[src/rtl/imem_loader.sv]
`default_nettype none
// ============================================================================
// Module      : imem_loader
// Description : Byte-stream program loader for the LEGv8 instruction RAM.
//               Takes LEN_LO, LEN_HI, LEN little-endian words and an XOR
//               checksum over a valid/ready handshake. Writes each word to
//               sequential word addresses from 0. Holds the core until a load
//               finishes with a matching checksum.
// Revision    : 1.0 - initial release
// ============================================================================
module imem_loader #(
    parameter int N      = 32,
    parameter int ADDR_W = 10
) (
    input  logic              clk,
    input  logic              reset,
    input  logic              start,
    input  logic              in_valid,
    input  logic [7:0]        in_data,
    output logic              in_ready,
    output logic              mem_we,
    output logic [ADDR_W-1:0] mem_addr,
    output logic [N-1:0]      mem_wdata,
    output logic              cpu_hold,
    output logic              done,
    output logic              error,
    output logic [ADDR_W:0]   words_written
);

    localparam int c_nb = N / 8;
    localparam int c_bw = (c_nb > 1) ? $clog2(c_nb) : 1;
    localparam int c_lw = ADDR_W + 1;

    localparam logic [2:0] c_idle  = 3'd0;
    localparam logic [2:0] c_len0  = 3'd1;
    localparam logic [2:0] c_len1  = 3'd2;
    localparam logic [2:0] c_data  = 3'd3;
    localparam logic [2:0] c_check = 3'd4;
    localparam logic [2:0] c_done  = 3'd5;
    localparam logic [2:0] c_err   = 3'd6;

    logic [2:0]      r_state;
    logic [2:0]      w_state_nxt;
    logic [7:0]      r_len_lo;
    logic [c_lw-1:0] r_len;
    logic [c_lw-1:0] r_words_asm;
    logic [c_bw-1:0] r_byte_cnt;
    logic [N-1:0]    r_word;
    logic [N-1:0]    w_word_nxt;
    logic [7:0]      r_xor;
    logic [15:0]     w_len_full;
    logic            w_acc;
    logic            w_word_end;
    logic            w_last_word;
    logic            w_len_bad;

    assign in_ready    = (r_state == c_len0) || (r_state == c_len1) ||
                         (r_state == c_data) || (r_state == c_check);
    assign w_acc       = in_valid && in_ready;
    assign w_len_full  = {in_data, r_len_lo};
    // Zero words or more words than the RAM holds are both rejected.
    assign w_len_bad   = (w_len_full == 16'd0) ||
                         (32'(w_len_full) > (32'd1 << ADDR_W));
    assign w_word_end  = (r_byte_cnt == c_bw'(c_nb - 1));
    assign w_last_word = ((r_words_asm + c_lw'(1)) == r_len);

    // Merge the incoming byte into its little-endian lane of the partial word.
    always_comb begin
        w_word_nxt = r_word;
        for (int j = 0; j < c_nb; j++) begin
            if (r_byte_cnt == c_bw'(j)) begin
                w_word_nxt[8*j +: 8] = in_data;
            end
        end
    end

    // Next-state decode for the load sequence.
    always_comb begin
        w_state_nxt = r_state;
        case (r_state)
            c_idle:  if (start) w_state_nxt = c_len0;
            c_len0:  if (w_acc) w_state_nxt = c_len1;
            c_len1:  if (w_acc) w_state_nxt = w_len_bad ? c_err : c_data;
            c_data:  if (w_acc && w_word_end && w_last_word) w_state_nxt = c_check;
            c_check: if (w_acc) w_state_nxt = (in_data == r_xor) ? c_done : c_err;
            c_done:  if (start) w_state_nxt = c_len0;
            c_err:   if (start) w_state_nxt = c_len0;
            default: w_state_nxt = c_idle;
        endcase
    end

    // State register.
    always_ff @(posedge clk) begin
        if (!reset) begin
            r_state <= c_idle;
        end else begin
            r_state <= w_state_nxt;
        end
    end

    // Length capture, word assembly, checksum and registered outputs.
    always_ff @(posedge clk) begin
        if (!reset) begin
            r_len_lo      <= 8'd0;
            r_len         <= '0;
            r_words_asm   <= '0;
            r_byte_cnt    <= '0;
            r_word        <= '0;
            r_xor         <= 8'd0;
            mem_we        <= 1'b0;
            mem_addr      <= '0;
            mem_wdata     <= '0;
            cpu_hold      <= 1'b1;
            done          <= 1'b0;
            error         <= 1'b0;
            words_written <= '0;
        end else begin
            mem_we   <= 1'b0;
            done     <= (w_state_nxt == c_done);
            error    <= (w_state_nxt == c_err);
            cpu_hold <= (w_state_nxt != c_done);

            // A new load starts from a clean slate; only reachable from idle states.
            if ((w_state_nxt == c_len0) && (r_state != c_len0)) begin
                r_xor         <= 8'd0;
                r_byte_cnt    <= '0;
                r_words_asm   <= '0;
                words_written <= '0;
            end

            if (w_acc) begin
                case (r_state)
                    c_len0: r_len_lo <= in_data;
                    c_len1: r_len    <= c_lw'(w_len_full);
                    c_data: begin
                        r_xor  <= r_xor ^ in_data;
                        r_word <= w_word_nxt;
                        if (w_word_end) begin
                            r_byte_cnt    <= '0;
                            r_words_asm   <= r_words_asm + c_lw'(1);
                            mem_we        <= 1'b1;
                            mem_addr      <= r_words_asm[ADDR_W-1:0];
                            mem_wdata     <= w_word_nxt;
                            words_written <= words_written + c_lw'(1);
                        end else begin
                            r_byte_cnt <= r_byte_cnt + c_bw'(1);
                        end
                    end
                    default: ;
                endcase
            end
        end
    end

endmodule
`default_nettype wire

[config.mk]
export PLATFORM = sky130hd
export DESIGN_NAME = imem_loader
export DESIGN_NICKNAME = d
export VERILOG_FILES = /design/src/rtl/imem_loader.sv
export SDC_FILE = /design/constraint.sdc
export NUM_CORES = 1
export LEC_CHECK = 0
export ABC_CLOCK_PERIOD_IN_PS = 2300
export CAP_MARGIN = 20
export CORE_MARGIN = 2
export CORE_UTILIZATION = 55
export CTS_CLUSTER_DIAMETER = 40
export DETAILED_ROUTE_END_ITERATION = 10
export GPL_TIMING_DRIVEN = 0
export PLACE_DENSITY = 0.78
export SLEW_MARGIN = 20
export SYNTH_ARGS = -nofsm -noshare
export SYNTH_HDL_FRONTEND = slang
export SYNTH_SLANG_ARGS = --single-unit
[constraint.sdc]
create_clock -name clk -period 2.3 [get_ports clk]
set_input_delay 0.345 -clock clk [delete_from_list [all_inputs] [get_ports clk]]
set_output_delay 0.345 -clock clk [all_outputs]
set_load 0.01 [all_outputs]
==> impl_metrics.ini <==
[cells_and_area]
final_common_cell = nand2_1
diodes = 0
final_cell_mix = 139 x nand2_1, 123 x dfxtp_1, 67 x clkdlybuf4s50_1, 59 x a21boi_0, 43 x o21ai_0
syn2layout_area_growth_pct = 24.7
drive_gt1_frac = 0.0819
nNetsFinal = 800
fillers = 816

[clock_tree]
root_buffer = clkbuf_8
clock-sinks = 124
ctsHtreeMaxLevel = 4
post_cts_buffers = 0
numCtsBuffers = 17
holdBufCountCts = 0
clk_latency_ps = 530
cts_tree = built
cts.repair.resized = 3
clockBufferDepth = 2
clkSlewWorstSetupHoldPaths_ps = 60

[worst_setup_path]
criticalPathCategory = reg -> out
rr_endpoint = r_words_asm[9]$_SDFF_PN0_
r2r_cells = 8
crit_path_max_fanout = 10
r2r_slack_ps = 150
crit_start = r_state[0]$_SDFF_PN0_
cp_cell_sequence = buf_2 -> o21a_1 -> nor2_1 -> clkdlybuf4s50_1
required_ps = 1960
worstPathBufferInverterCount = 2
cp-end-kind = primary output
cp-start-kind = flop
cpMaxStageDelayCell = clkdlybuf4s50_1
path_delay_family = buffers and inverters
path_depth = 4
arrival_ps = 1820
cpPeakStageDelay_ps = 530
reg2reg_from = r_state[2]$_SDFF_PN0_

[yosys]
yosys_warnings = 0
syn_area_um2 = 5830
yosysSeqAreaShare = 0.426
synthCells = 696
ys_seq_elements = 124
ys_async_sr_fraction = 0
ys_types = 52
synth.avg_cell_area_um2 = 8.37
synth-main-ff-cell = dfxtp_1
syn_nets = 714
synth_edf_count = 0

[global_route]
grt-busiest-layer = met2
grt_max_degree = 17
use_met1 = 0.326
grt_pass1_vias = 5250
grtUsageTotal = 0.282
use_met2 = 0.497
antenna_found_initial = 0
grt_pass1_wl_um = 25300
grt_overflow = 0
met3_usage = 0.0711

[placed_design]
port-buffer-count = 67
dp_slack_ps = -84.3
hpwlAfterDp_um = 10600
gp_congestion = 0.911

[timing]
grt_setup_unrepaired = no
finalSetupViolations = 0
min_period_over_period = 0.943
hold_viol = 0
slew_viol_final = 0
fmax_mhz = 461
hold_slack_ps = 225
finClkSkew_ps = 7.96
setup_ws_ps = 131
relSlewSlack = 0.427
worst_slew_pin_slew_ps = 857
fin_crit_ps = 2170

[routing]
first_pass_iters = 9
dr_total_vias = 5323
wl_per_cell_um = 16.7
drt_wl_total_um = 15500
viasPerCell = 5.72
drt_iter0_drc = 300
ant_nets = 0
drc = 0

[floorplanning]
rows = 37
die_x_um = 107
core_area_um2 = 10300
ioPinCount = 70
dieArea_um2 = 11400
start_util = 0.564
die_y_um = 107

[power_and_ir_drop]
ir_worst_vdd_mv = 0.526
powerDensity_nw_per_um2 = 753
total_leakage_power_nw = 2.87

[worst_hold_path]
hold_path_class = in -> reg
holdPathStages = 4
hold_start = in_valid
min_to = r_state[0]$_SDFF_PN0_

[outcome]
status = finished clean

[job]
cap_violations = 0
routing by layer:
layer	part of all wire	vias to the layer above
met4	0.030	0
met5	0	-
met1	0.41	2520
li1	-	2571
met2	0.51	173
met3	0.056	59
through the flow:
stage          setup TNS (ps)  power (W)  instance area, um2   util  cells
4_1_cts                     0    0.00546                7250  0.702    930
3_3_place_gp            -86.9    0.00293                6670  0.646    899
3_5_place_dp             -338    0.00296                6670  0.646    899
6_report                    0    0.00547                7260  0.704    930
5_1_grt                     0    0.00565                7260  0.704    930
2_1_floorplan               0    0.00275                5830      -    696
power by group:
group	leakage, nW	internal, W	switching, W
logic	1.60	0.000257	0.000418
clock network	0.271	0.00157	0.000973
registers	1.00	0.00221	0.0000440
how the worst max path moves through the flow:
stage	endpoint	slack [ps]
after floorplan	r_state[1]$_SDFF_PN0_	280
after global placement	r_state[1]$_SDFF_PN0_	-40
after detailed placement	r_state[1]$_SDFF_PN0_	-80
after CTS	r_state[1]$_SDFF_PN0_	9
after global routing	r_words_asm[9]$_SDFF_PN0_	10
final	in_ready	130
logic make-up (layout without fill, tap and decap cells):
group	count (synthesis)	after routing	share of synthesized area
and+or+nand+nor	277	277	0.222
buffers and inverters	68	166	0.0485
AOI/OAI and AO/OA	166	166	0.201
muxes	32	32	0.0550
adders and majority gates	6	6	0.0129
DFF	124	124	0.426
xor gates and xnor gates	23	23	0.0346
flip-flops by register name, summed over array words and instances, names as in the netlist:
name	flops
cpu_hold	1
done	1
error	1
mem_addr	10
mem_wdata	32
mem_we	1
r_byte_cnt	2
r_len	11
r_len_lo	8
r_state	3
r_word	24
r_words_asm	11
r_xor	8
words_written	11
final cells by class:
| type | instances | area (um2) | area share |
|---|---|---|---|
| sequential | 124 | 2480 | 0.342 |
| multi-input combinational | 504 | 3090 | 0.425 |
| buffer | 59 | 250 | 0.0344 |
| inverter | 9 | 33.8 | 0.00465 |
| tap | 136 | 170 | 0.0234 |
| clock buffer | 22 | 483 | 0.0665 |
| clock inverter | 9 | 87.6 | 0.0121 |
| timing repair buffer | 67 | 671 | 0.0923 |
worst min-delay path, delay by kind of cell:
kind	cells	cell delay, ps
AO/OA/AOI/OAI	1	70
buffers and inverters	1	150
AND/OR/NAND/NOR	2	140
cell usage after synthesis, types with 14 or more instances:
cell      number  area share
mux2i_1       32       0.055
buf_2         18       0.015
nand2_1      140       0.090
nand3_1       36       0.031
a21boi_0      59       0.076
nor2b_1       14       0.015
a21oi_1       15       0.013
dfxtp_1      124        0.43
o21ai_0       44       0.038
and2_1        15       0.016
clkbuf_1      33       0.021
xnor2_1       17       0.026
o211a_1       24       0.041
nor2_1        29       0.019
Power figures use the tool's default switching activity.
